`src/rtl/rail_sample_scheduler_if.sv`:
```
// Bus between the frame producer/consumer side and the rail sample scheduler.
interface rail_sample_scheduler_if #(
  parameter int unsigned NUMADCS = 5,
  parameter int unsigned DATA_W  = 16
);
  localparam int unsigned CHAN_W = (NUMADCS > 1) ? $clog2(NUMADCS) : 1;

  logic                data_ready;
  logic [DATA_W-1:0]   in_data [NUMADCS];
  logic [NUMADCS-1:0]  chan_en;
  logic [DATA_W-1:0]   limit;
  logic                fault_clr;
  logic                out_ready;
  logic                out_valid;
  logic [CHAN_W-1:0]   out_chan;
  logic [DATA_W-1:0]   out_data;
  logic [NUMADCS-1:0]  fault;
  logic                overrun;
  logic [7:0]          frame_cnt;
  logic                busy;

  modport master (
    output data_ready, in_data, chan_en, limit, fault_clr, out_ready,
    input  out_valid, out_chan, out_data, fault, overrun, frame_cnt, busy
  );

  modport slave (
    input  data_ready, in_data, chan_en, limit, fault_clr, out_ready,
    output out_valid, out_chan, out_data, fault, overrun, frame_cnt, busy
  );
endinterface

```
`src/rtl/rail_sample_scheduler.sv`:
```
// Rail sample scheduler: snapshots a decimated ADC frame and streams the
// enabled channels out in ascending order over a valid/ready handshake,
// flagging over-limit samples and frames dropped while busy.
module rail_sample_scheduler #(
  parameter int unsigned NUMADCS = 5,
  parameter int unsigned DATA_W  = 16
) (
  input logic                    sclk,
  input logic                    rst,
  rail_sample_scheduler_if.slave bus
);
  localparam int unsigned CHAN_W = (NUMADCS > 1) ? $clog2(NUMADCS) : 1;

  localparam logic [0:0] IDLE = 1'b0;
  localparam logic [0:0] SEND = 1'b1;

  logic [0:0]         state_q, state_d;
  logic [NUMADCS-1:0] pending_q, pending_d;
  logic [DATA_W-1:0]  shadow_q [NUMADCS];
  logic [DATA_W-1:0]  shadow_d [NUMADCS];
  logic [CHAN_W-1:0]  out_chan_q, out_chan_d;
  logic [DATA_W-1:0]  out_data_q, out_data_d;
  logic [NUMADCS-1:0] fault_q, fault_d;
  logic               overrun_q, overrun_d;
  logic [7:0]         frame_cnt_q, frame_cnt_d;
  logic [NUMADCS-1:0] remain;
  logic [CHAN_W-1:0]  sel;

  // Index of the lowest set bit; zero for an empty mask.
  function automatic logic [CHAN_W-1:0] lowest_set(input logic [NUMADCS-1:0] m);
    logic [CHAN_W-1:0] idx;
    idx = '0;
    for (int i = int'(NUMADCS) - 1; i >= 0; i--) begin
      if (m[i]) idx = CHAN_W'(i);
    end
    return idx;
  endfunction

  // State and datapath registers, all cleared asynchronously.
  always_ff @(posedge sclk or posedge rst) begin
    if (rst) begin
      state_q     <= IDLE;
      pending_q   <= '0;
      shadow_q    <= '{default: '0};
      out_chan_q  <= '0;
      out_data_q  <= '0;
      fault_q     <= '0;
      overrun_q   <= 1'b0;
      frame_cnt_q <= '0;
    end else begin
      state_q     <= state_d;
      pending_q   <= pending_d;
      shadow_q    <= shadow_d;
      out_chan_q  <= out_chan_d;
      out_data_q  <= out_data_d;
      fault_q     <= fault_d;
      overrun_q   <= overrun_d;
      frame_cnt_q <= frame_cnt_d;
    end
  end

  // Next-state logic: snapshot in IDLE, walk the pending mask in SEND.
  always_comb begin
    state_d     = state_q;
    pending_d   = pending_q;
    shadow_d    = shadow_q;
    out_chan_d  = out_chan_q;
    out_data_d  = out_data_q;
    frame_cnt_d = frame_cnt_q;
    // Clear first so a same-cycle set event below overrides it.
    fault_d     = bus.fault_clr ? '0 : fault_q;
    overrun_d   = bus.fault_clr ? 1'b0 : overrun_q;
    sel         = '0;
    remain      = pending_q;
    for (int i = 0; i < int'(NUMADCS); i++) begin
      if (CHAN_W'(i) == out_chan_q) remain[i] = 1'b0;
    end

    case (state_q)
      IDLE: begin
        if (bus.data_ready && (bus.chan_en != '0)) begin
          sel        = lowest_set(bus.chan_en);
          shadow_d   = bus.in_data;
          pending_d  = bus.chan_en;
          out_chan_d = sel;
          out_data_d = bus.in_data[sel];
          state_d    = SEND;
          for (int i = 0; i < int'(NUMADCS); i++) begin
            if (bus.chan_en[i] && (bus.in_data[i] > bus.limit)) fault_d[i] = 1'b1;
          end
        end
      end
      SEND: begin
        // Any new frame arriving while a frame is in flight is dropped.
        if (bus.data_ready) overrun_d = 1'b1;
        if (bus.out_ready) begin
          pending_d = remain;
          if (remain == '0) begin
            state_d     = IDLE;
            out_chan_d  = '0;
            out_data_d  = '0;
            frame_cnt_d = frame_cnt_q + 8'd1;
          end else begin
            sel        = lowest_set(remain);
            out_chan_d = sel;
            out_data_d = shadow_q[sel];
          end
        end
      end
      default: state_d = IDLE;
    endcase
  end

  assign bus.out_valid = (state_q == SEND);
  assign bus.busy      = (state_q == SEND);
  assign bus.out_chan  = out_chan_q;
  assign bus.out_data  = out_data_q;
  assign bus.fault     = fault_q;
  assign bus.overrun   = overrun_q;
  assign bus.frame_cnt = frame_cnt_q;
endmodule

```
`src/flat_wrapper.sv`:
```
// flat-port wrapper written by rule: the top's interface ports become plain ports
module rail_sample_scheduler_flat 
#(
  parameter int unsigned NUMADCS = 5,
  parameter int unsigned DATA_W  = 16
)
  (sclk, rst, bus_data_ready, bus_in_data, bus_chan_en, bus_limit, bus_fault_clr, bus_out_ready, bus_out_valid, bus_out_chan, bus_out_data, bus_fault, bus_overrun, bus_frame_cnt, bus_busy);
  rail_sample_scheduler_if #(.NUMADCS(NUMADCS), .DATA_W(DATA_W)) bus_i ();
  input logic sclk;
  input logic rst;
  input wire logic [$bits(bus_i.data_ready)-1:0] bus_data_ready;
  input wire logic [$bits(bus_i.in_data)-1:0] bus_in_data;
  input wire logic [$bits(bus_i.chan_en)-1:0] bus_chan_en;
  input wire logic [$bits(bus_i.limit)-1:0] bus_limit;
  input wire logic [$bits(bus_i.fault_clr)-1:0] bus_fault_clr;
  input wire logic [$bits(bus_i.out_ready)-1:0] bus_out_ready;
  output wire logic [$bits(bus_i.out_valid)-1:0] bus_out_valid;
  output wire logic [$bits(bus_i.out_chan)-1:0] bus_out_chan;
  output wire logic [$bits(bus_i.out_data)-1:0] bus_out_data;
  output wire logic [$bits(bus_i.fault)-1:0] bus_fault;
  output wire logic [$bits(bus_i.overrun)-1:0] bus_overrun;
  output wire logic [$bits(bus_i.frame_cnt)-1:0] bus_frame_cnt;
  output wire logic [$bits(bus_i.busy)-1:0] bus_busy;
  assign bus_i.data_ready = bus_data_ready;
  assign bus_i.in_data = {>>{bus_in_data}};
  assign bus_i.chan_en = bus_chan_en;
  assign bus_i.limit = bus_limit;
  assign bus_i.fault_clr = bus_fault_clr;
  assign bus_i.out_ready = bus_out_ready;
  assign bus_out_valid = bus_i.out_valid;
  assign bus_out_chan = bus_i.out_chan;
  assign bus_out_data = bus_i.out_data;
  assign bus_fault = bus_i.fault;
  assign bus_overrun = bus_i.overrun;
  assign bus_frame_cnt = bus_i.frame_cnt;
  assign bus_busy = bus_i.busy;
  rail_sample_scheduler #(.NUMADCS(NUMADCS), .DATA_W(DATA_W)) u_core (.sclk(sclk), .rst(rst), .bus(bus_i));
endmodule
```
`config.mk`:
```
export PLATFORM = sky130hd
export DESIGN_NAME = rail_sample_scheduler_flat
export DESIGN_NICKNAME = d
export VERILOG_FILES = /design/src/rtl/rail_sample_scheduler_if.sv /design/src/rtl/rail_sample_scheduler.sv /design/src/flat_wrapper.sv
export SDC_FILE = /design/constraint.sdc
export NUM_CORES = 1
export LEC_CHECK = 0
export CORE_AREA = 2 2 131 133
export DETAILED_ROUTE_END_ITERATION = 10
export DIE_AREA = 0 0 133 135
export PLACE_DENSITY = 0.86
export SETUP_SLACK_MARGIN = 0.2
export SLEW_MARGIN = 20
export SYNTH_ARGS = -nofsm -noshare
export SYNTH_HDL_FRONTEND = slang
export SYNTH_SLANG_ARGS = --single-unit
```
`constraint.sdc`:
```
create_clock -name sclk -period 4.9 [get_ports sclk]
set_input_delay 1.47 -clock sclk [delete_from_list [all_inputs] [get_ports sclk]]
set_output_delay 1.47 -clock sclk [all_outputs]
set_load 0.02 [all_outputs]
```
==> out/qor.txt <==
Row Count = 47
Critical Path, Cell by Cell = clkdlybuf4s50_1 > nand2b_1 > a21o_1 > and2_1 > a211oi_1 > o2bb2ai_1 > a2111o_1
Status = finished clean
Share of layout cells above drive strength 1 = 0.154
Yosys top cell by area = dfrtp_1
Register area = 2980 um^2
Unrepaired setup endpoints after global routing = no
Asr flop ratio synth = 1.00
Drt via density = 6.23
CP Class = in -> reg
Final setup vio count = 0
Count of pins over their slew limit = 0
Hold buffer count at cts = 0
Tmin final = 3900 ps
Crit-path slowest cell = clkdlybuf4s50_1
Worst setup endpoint = u_core.bus.out_data[6]
WP depth = 7
Clock Latency Late Sink = 420 ps
Delay of the slowest critical-path stage = 1020 ps
Area Growth Syn to Fin = 28.4%
CTS clk-pin slew, worst paths = 50 ps
Post-CTS Setup Bufs = 0
Final antenna-violating net count = 0
EDFF count, synth = 0
F_max = 256 MHz
Initial Utilization = 0.488
Antenna Cells = 0
Worst Max-Slew Pin Slew = 1100 ps
Synthesized flop and latch total = 119
Total CTS buffers = 17
Ys Warns = 0
Top FF cell, synth = dfrtp_1
Worst rel slew slack = 0.261
Worst min-delay path class = reg -> reg
Net Count, Synth = 959
Die Y = 135 um
Top cells by area, synth = dfrtp_1 37%, ha_1 13%, mux2_2 12%
First-pass GRT wire length = 38.2 mm
Setup_tns = 0 ps
Final worst setup slack = 995 ps
Crit path max-delay family = compound AO/OA/AOI/OAI gates
Post-route design area = 10300 um^2
Top post-synthesis cells by count = 119 x dfrtp_1, 83 x mux2_2, 81 x ha_1
Core ar. = 16400 um^2
Area of the multi-input gates = 4680 um^2
Routed WL per cell = 21.2 um
Pwr per Cell Area = 510 nW/um^2
DP Area = 9640 um^2
Worst Path Arrival = 4200 ps
DR pass1 iterations = 5
RR Endpoint = u_core.bus.out_data[13]
Buffer and inverter count on the worst path = 1
Maximum vdd drop = 0.454 mV
# clock sinks = 119
Synth top area share = 0.372
DRC errors left = 0
Required time of the critical path = 5200 ps
Post-place setup slack = 676 ps
Total gr overflow = 0
Period utilisation layout = 0.797
CP startpoint kind = primary input
CTS tree = done
Max cap viols = 0
LEAKAGE = 4.46 nW
Hold Fails Final Rpt = 0
Initial antenna violation count = 0
Final total power = 5.25 mW
Io pins = 141
Crit path max fanout = 17
GPL Wtd Cong = 0.956
Synthesized cell area = 8010 um^2
Die width = 133 um
Hpwl dp = 17.8 mm
Final wirelength = 24.2 mm
Vias in the first global route = 7268
Pin count of the biggest net entering global routing = 68
R2r startpoint = u_core.bus.out_chan[0]
DIE AREA = 18000 um^2
Post-synthesis cell type count = 58
Post-CTS sizing = 0
Sequential-to-total area share from yosys stat = 0.372
Final #Nets = 1096
Via count = 7118
Total GRT Usage = 0.276
Htree depth = 4
Worst Setup SP = bus_chan_en[3]
Clock Tree Root = clkbuf_16
Syn Inst Count = 772
Worst reg-to-reg setup slack = 1870 ps
1st-iter DRT viols = 639
Worst setup EP type = flop
Clk_skew = 7.44 ps
Reg2reg path depth = 7
Filler Cell Count = 1333
I/O Buffers = 140
Syn Area/Cell = 10.4 um^2
Clock Path Buffers = 2
Count leader, synth = dfrtp_1
-- state kept, by name (all words and copies together) (netlist names) --
signal,flops
u_core.bus.busy,1
u_core.bus.fault,5
u_core.bus.frame_cnt,8
u_core.bus.out_chan,3
u_core.bus.out_data,16
u_core.bus.overrun,1
u_core.pending_q,5
u_core.shadow_q,80
-- logic make-up (layout without fill, tap and decap cells) --
| logic type | after synthesis | after routing | share of synthesized area |
|---|---|---|---|
| xor+xnor | 7 | 7 | 0.00766 |
| compound gates | 200 | 200 | 0.181 |
| mux | 101 | 101 | 0.139 |
| fa+ha+maj | 81 | 81 | 0.127 |
| simple gates | 184 | 184 | 0.127 |
| buf+inv | 80 | 230 | 0.0469 |
| flops | 119 | 119 | 0.372 |
-- per-stage QoR --
stage	util	instances	hold slack, ps
2_1_floorplan	-	772	463
3_3_place_gp	0.588	1110	461
3_5_place_dp	0.588	1110	470
4_1_cts	0.627	1142	477
5_1_grt	0.627	1142	501
6_report	0.627	1142	468
-- power breakdown --
group | internal [mW] | switching [mW]
sequential | 1.44 | 0.343
clock | 0.891 | 0.473
combinational | 1.07 | 1.03
total | 3.40 | 1.84
-- cell type report --
type | count | area share
multi-input cells | 573 | 0.455
flip-flops and latches | 119 | 0.290
repair buffers | 157 | 0.151
clock buffers | 21 | 0.0457
well taps | 220 | 0.0268
clock inverters | 11 | 0.0167
inverters | 41 | 0.0152
-- cell usage in the layout (no fill, tap or decap), types with 16 or more instances in the layout --
master	count
nand2_1	30
dfrtp_1	119
clkdlybuf4s50_1	140
nor2_1	28
a211oi_1	20
clkbuf_16	17
o21ai_0	37
nand3_1	24
nand4_1	17
mux2_2	83
a21o_1	19
and2_1	16
mux2i_1	18
a21oi_1	37
o221ai_1	16
ha_1	81
nor3b_1	16
inv_1	40
-- worst min path at each step --
stage | startpoint | to | slack [ps] | depth (start not counted)
6_report | u_core.bus.frame_cnt[7] | u_core.bus.frame_cnt[7] | 470 | 1
5_1_grt | u_core.bus.frame_cnt[7] | u_core.bus.frame_cnt[7] | 500 | 1
3_5_place_dp | u_core.bus.frame_cnt[7] | u_core.bus.frame_cnt[7] | 470 | 1
3_3_place_gp | u_core.bus.frame_cnt[7] | u_core.bus.frame_cnt[7] | 460 | 1
2_1_floorplan | u_core.shadow_q[15] | u_core.bus.out_data[15] | 460 | 1
4_1_cts | u_core.bus.frame_cnt[7] | u_core.bus.frame_cnt[7] | 480 | 1
-- routing by layer --
metal,global-route usage,routed length (um),vias to the layer above
met4,0.114,753,2
met1,0.351,9760,3480
met2,0.437,11100,377
met3,0.0867,2550,71
met5,0.0194,45,-
li1,-,-,3188
-- worst reg2reg max path: cells and delay by family, from the launching register on --
kind	cells	cell delay, ps
AO/OA/AOI/OAI	3	1420
multiplexers	1	290
AND/OR/NAND/NOR	2	300
flip-flops	1	510
buffers and inverters	1	400
(Power assumes the default switching activity.)
